===== src/rtl/genbus_fabric.sv =====
// Multi-master, multi-slave generic bus fabric.
// Round-robin arbitration, top-bit address decode, one transaction in flight.
module genbus_fabric #(
  parameter int NMASTERS = 2,
  parameter int NSLAVES  = 2,
  parameter int AW       = 8,
  parameter int DW       = 8,
  parameter int SELW     = 2,
  parameter int TIMEOUT  = 15
) (
  input  logic                   clk,
  input  logic                   rst,
  input  logic [NMASTERS-1:0]    m_req,
  input  logic [NMASTERS-1:0]    m_we,
  input  logic [NMASTERS*AW-1:0] m_addr,
  input  logic [NMASTERS*DW-1:0] m_wdata,
  output logic [NMASTERS-1:0]    m_ack,
  output logic [NMASTERS-1:0]    m_err,
  output logic [DW-1:0]          m_rdata,
  output logic [NSLAVES-1:0]     s_sel,
  output logic                   s_we,
  output logic [AW-1:0]          s_addr,
  output logic [DW-1:0]          s_wdata,
  input  logic [NSLAVES*DW-1:0]  s_rdata,
  input  logic [NSLAVES-1:0]     s_rdy,
  output logic                   busy,
  output logic [(NMASTERS>1 ? $clog2(NMASTERS) : 1)-1:0] grant_id
);

  localparam int GW = (NMASTERS > 1) ? $clog2(NMASTERS) : 1;

  typedef enum logic [1:0] {
    IDLE,
    ACCESS,
    RESP
  } state_e;

  state_e              state_q;
  logic [GW-1:0]       last_q;
  logic [GW-1:0]       grant_q;
  logic [SELW-1:0]     idx_q;
  logic [7:0]          cnt_q;
  logic [NSLAVES-1:0]  s_sel_q;
  logic                s_we_q;
  logic [AW-1:0]       s_addr_q;
  logic [DW-1:0]       s_wdata_q;
  logic [NMASTERS-1:0] m_ack_q;
  logic [NMASTERS-1:0] m_err_q;
  logic [DW-1:0]       m_rdata_q;

  logic                found;
  logic [GW-1:0]       gnt;
  logic [AW-1:0]       gaddr;
  logic [SELW-1:0]     gidx;
  logic                rdy_sel;
  logic [DW-1:0]       rdata_sel;

  // First requester at or after last+1, wrapping.
  always_comb begin
    found = 1'b0;
    gnt   = last_q;
    for (int k = 1; k <= NMASTERS; k++) begin
      if (!found && m_req[(int'(last_q) + k) % NMASTERS]) begin
        found = 1'b1;
        gnt   = GW'((int'(last_q) + k) % NMASTERS);
      end
    end
    gaddr = m_addr[gnt*AW +: AW];
    gidx  = gaddr[AW-1 -: SELW];
  end

  assign rdy_sel   = s_rdy[idx_q];
  assign rdata_sel = s_rdata[idx_q*DW +: DW];

  always_ff @(posedge clk or negedge rst) begin
    if (!rst) begin
      state_q   <= IDLE;
      last_q    <= GW'(NMASTERS-1);
      grant_q   <= '0;
      idx_q     <= '0;
      cnt_q     <= '0;
      s_sel_q   <= '0;
      s_we_q    <= 1'b0;
      s_addr_q  <= '0;
      s_wdata_q <= '0;
      m_ack_q   <= '0;
      m_err_q   <= '0;
      m_rdata_q <= '0;
    end else begin
      m_ack_q <= '0;
      m_err_q <= '0;
      unique case (state_q)
        IDLE: begin
          if (found) begin
            grant_q   <= gnt;
            last_q    <= gnt;
            s_we_q    <= m_we[gnt];
            s_addr_q  <= gaddr;
            s_wdata_q <= m_wdata[gnt*DW +: DW];
            idx_q     <= gidx;
            cnt_q     <= '0;
            if (int'(gidx) < NSLAVES) begin
              s_sel_q <= NSLAVES'(1) << gidx;
              state_q <= ACCESS;
            end else begin
              m_ack_q   <= NMASTERS'(1) << gnt;
              m_err_q   <= NMASTERS'(1) << gnt;
              m_rdata_q <= '0;
              state_q   <= RESP;
            end
          end
        end
        ACCESS: begin
          cnt_q <= cnt_q + 8'd1;
          // Ready beats timeout when both land on the same cycle.
          if (rdy_sel) begin
            m_ack_q   <= NMASTERS'(1) << grant_q;
            m_rdata_q <= rdata_sel;
            s_sel_q   <= '0;
            state_q   <= RESP;
          end else if (cnt_q == 8'(TIMEOUT-1)) begin
            m_ack_q   <= NMASTERS'(1) << grant_q;
            m_err_q   <= NMASTERS'(1) << grant_q;
            m_rdata_q <= '0;
            s_sel_q   <= '0;
            state_q   <= RESP;
          end
        end
        RESP: begin
          state_q <= IDLE;
        end
        default: begin
          state_q <= IDLE;
        end
      endcase
    end
  end

  assign m_ack    = m_ack_q;
  assign m_err    = m_err_q;
  assign m_rdata  = m_rdata_q;
  assign s_sel    = s_sel_q;
  assign s_we     = s_we_q;
  assign s_addr   = s_addr_q;
  assign s_wdata  = s_wdata_q;
  assign busy     = (state_q != IDLE);
  assign grant_id = grant_q;

endmodule


===== config.mk =====
export PLATFORM = sky130hd
export DESIGN_NAME = genbus_fabric
export DESIGN_NICKNAME = d
export VERILOG_FILES = /design/src/rtl/genbus_fabric.sv
export SDC_FILE = /design/constraint.sdc
export NUM_CORES = 1
export LEC_CHECK = 0
export ABC_CLOCK_PERIOD_IN_PS = 1960
export BUFFER_PORTS_ARGS = -buffer_cell sky130_fd_sc_hd__buf_2
export CAP_MARGIN = 20
export CORE_MARGIN = 4
export CORE_UTILIZATION = 40
export CTS_CLUSTER_SIZE = 16
export DETAILED_ROUTE_END_ITERATION = 10
export GPL_ROUTABILITY_DRIVEN = 0
export PLACE_DENSITY = 0.71
export SLEW_MARGIN = 10
export SYNTH_ARGS = -nofsm -noshare
export SYNTH_HDL_FRONTEND = slang
export SYNTH_SLANG_ARGS = --single-unit

===== constraint.sdc =====
create_clock -name clk -period 1.96 [get_ports clk]
set_input_delay 0 -clock clk [delete_from_list [all_inputs] [get_ports clk]]
set_output_delay 0 -clock clk [all_outputs]
set_load 0.01 [all_outputs]

==> flow_summary.yaml <==
outcome:
  result_of_the_run: "finished with violations"
  failed_checks: "negative hold slack"
power_and_ir_drop:
  power_density_mw_per_mm2: 1240
  fin_total_pwr_mw: 3.84
  peakVddDrop_mv: 0.738
  static-leakage-power_nw: 1.54
layout:
  num-nets-final: 406
  fin_util: 0.597
  area_growth_syn_to_layout_pct: 41.7
  fillCellCount: 448
  final-seq-area_mm2: 0.00108
  n_antenna_cell: 0
  final_cell_mix: "88 x sky130_fd_sc_hd__buf_2, 43 x sky130_fd_sc_hd__nand2_1, 42 x sky130_fd_sc_hd__dfrtp_1, 35 x sky130_fd_sc_hd__o21ai_0, 23 x sky130_fd_sc_hd__dlygate4sd3_1"
  drive_gt1_frac: 0.355
  multi_input_area_mm2: 0.00102
  layout.cells.most_common: "sky130_fd_sc_hd__buf_2"
  final_non_filler_cell_area_mm2: 0.00311
  finish.cell_count_without_fillers: 419
sta:
  final.setup.worst_slack_ns: 0.0448
  min_period_over_period: 0.977
  clock-skew-final_ns: 0.00345
  worst_pin_slew_ns: 0.956
  report.final.slew_viol_count: 0
  max_freq_ghz: 0.522
  finalHoldViolations: 2
  timing.slew.headroom: 0.361
  worst_hold_slack_ns: -0.00221
  finalSetupTns_ns: 0
  timing.final.setup_violations: 0
  layout_min_cycle_time_ns: 1.92
  grt_setup_unrepaired: "true"
place:
  place.port_buffers: 88
  placed_cells: 387
  place_area_mm2: 0.00273
  dpl.hpwl_mm: 3.82
  detailedPlace.worstSlack_ns: 0.00602
clocking:
  numCtsBuffers: 5
  clock_sink_count: 43
  clk-insertion-delay-late_ns: 0.29
  clk_pin_slew_worst_paths_ns: 0.08
  cts_h_tree_depth: 2
  clockRootBuffer: "sky130_fd_sc_hd__clkbuf_8"
  cts_max_path_buffers: 2
  post_cts_repair_timing_setup_buffer_count: 0
  cts_tree: "built"
drt:
  routed_wire_length_per_instance_um: 13.7
  drc: 0
  route.final.wire_length_mm: 5.74
  drt-initial-drc-count: 104
  detailedRoute.firstPassIterationCount: 4
  postRouteAntennaNets: 0
  num_vias: 2075
  detail_route.vias_per_cell: 4.95
hold_path:
  hold_path.class: "input port to flop"
yosys:
  synth_nets: 289
  average_cell_area_after_synthesis_um2: 9.49
  ys_dominant_reg_cell: "sky130_fd_sc_hd__dfrtp_1"
  synth_area_mm2: 0.00219
  synth_enable_flop_cells: 0
  seq_area_frac_synth: 0.491
  fraction_of_synthesis_flops_using_an_asynchronous_set_or_reset_pin: 1.00
  yosys.cell_types.count: 39
  post_synth_inst_count: 231
  ys_seq_elements: 43
  ys_warn_count: 0
critical_path:
  required_ns: 2.11
  worst_setup_path_category: "flop to flop"
  crit_path_max_incr_delay_ns: 0.46
  worstSetupStartpointType: "flop"
  timing.critical_path.max_delay_family: "simple AND/OR/NAND/NOR gates"
  number_of_buffer_and_inverter_stages_on_the_critical_path: 2
  arrival_time_worst_endpoint_ns: 2.07
  end_kind: "flop"
  crit_path_top_delay_cell: "sky130_fd_sc_hd__or4b_4"
  worstPathMaxFanout: 11
  path_cells: "inv_1 -> ha_1 -> or4b_4 -> or3_4 -> a21oi_2 -> buf_6 -> o221ai_1"
die:
  floorplan.initialDensity: 0.421
  die_width_um: 82.0
  placement_rows: 26
  chipHeight_um: 82.0
  total_i_o_pin_count: 89
  core_mm2: 0.00520
  die_area_mm2: 0.00673
grt:
  globalRouteTotalUtil: 0.182
  grt_pass1_vias: 2070
  overflow: 0
  grt_antenna_before_repair: 0
  grt_pass1_wl_mm: 9.48
  grt_max_degree: 36
job:
  max-cap-violations: 0
state kept, by name, indices dropped and copies added, names as in the netlist:
name,cells
s_sel,2
m_rdata,8
m_err,2
s_wdata,8
last_q,1
s_addr,6
grant_id,1
cnt_q,8
m_ack,2
s_we,1
idx_q,2
state_q,2
power by group:
part,total (mW),switching [mW],internal [mW]
logic,1.74,0.981,0.755
clock network,0.720,0.307,0.413
registers,1.38,0.187,1.20
logic make-up after synthesis:
group | synth area share
compound gates | 0.159
xor+xnor | 0.00400
fa+ha+maj | 0.0114
buf+inv | 0.0497
flops | 0.491
mux | 0.119
simple gates | 0.165
metal layers:
layer / global-route usage / share of wire / vias to the layer above
met5: 0 / 0 / -
met4: 0.0449 / 0.0056 / 0
met3: 0.0713 / 0.11 / 6
met2: 0.296 / 0.45 / 94
met1: 0.228 / 0.43 / 931
li1: - / - / 1044
timing repair:
action                                  4_1_cts  5_1_grt
resized for setup                             1        4
endpoints found under the hold margin        55        0
cloned                                        0        0
hold buffers                                 23        0
endpoints found under the setup margin        1       11
area by class of cell:
class / instances / share of cell area
Timing Repair Buffer: 121 / 0.242
Clock buffer: 6 / 0.0266
Clock inverter: 2 / 0.0113
Sequential cell: 43 / 0.347
Inverter: 13 / 0.0157
Multi-Input combinational cell: 164 / 0.329
Tap cell: 70 / 0.0282
Yosys cell counts, types with 2 or more instances:
| cell type | number | area share |
|---|---|---|
| sky130_fd_sc_hd__ha_1 | 2 | 0.011 |
| sky130_fd_sc_hd__o21ai_0 | 35 | 0.080 |
| sky130_fd_sc_hd__nor2b_1 | 3 | 0.0086 |
| sky130_fd_sc_hd__dfrtp_1 | 42 | 0.48 |
| sky130_fd_sc_hd__nand2b_1 | 4 | 0.011 |
| sky130_fd_sc_hd__nand4_1 | 2 | 0.0057 |
| sky130_fd_sc_hd__mux2_2 | 9 | 0.046 |
| sky130_fd_sc_hd__o221ai_1 | 10 | 0.040 |
| sky130_fd_sc_hd__and3_1 | 2 | 0.0057 |
| sky130_fd_sc_hd__a21oi_1 | 5 | 0.011 |
| sky130_fd_sc_hd__mux2i_1 | 16 | 0.073 |
| sky130_fd_sc_hd__a31oi_1 | 2 | 0.0057 |
| sky130_fd_sc_hd__o22ai_1 | 2 | 0.0057 |
| sky130_fd_sc_hd__nand3_1 | 3 | 0.0068 |
| sky130_fd_sc_hd__and2_1 | 2 | 0.0057 |
| sky130_fd_sc_hd__nand2_1 | 43 | 0.074 |
| sky130_fd_sc_hd__buf_2 | 3 | 0.0068 |
| sky130_fd_sc_hd__inv_1 | 13 | 0.022 |
| sky130_fd_sc_hd__nor3_1 | 2 | 0.0046 |
| sky130_fd_sc_hd__buf_4 | 2 | 0.0068 |
| sky130_fd_sc_hd__nor2_1 | 8 | 0.014 |
| sky130_fd_sc_hd__clkbuf_1 | 4 | 0.0068 |
path summary, 6_finish.rpt:
path                           start    endpoint  slack [ns]  depth (start not counted)
max                         cnt_q[0]  m_rdata[3]        0.04                          7
min                        m_addr[8]   s_addr[0]      -0.002                          3
max reg2reg                 cnt_q[0]  m_rdata[3]        0.04                          7
min reg2reg                s_addr[0]   s_addr[0]        0.48                          2
max in group asynchronous        rst  m_rdata[3]        1.42                          3
min in group asynchronous        rst    m_err[0]        0.04                          2
worst min-delay path, stage by stage:
cell,delay [ns]
sky130_fd_sc_hd__buf_2,0.07
sky130_fd_sc_hd__mux2i_1,0.05
sky130_fd_sc_hd__o21ai_0,0.13
(Power assumes the default switching activity.)
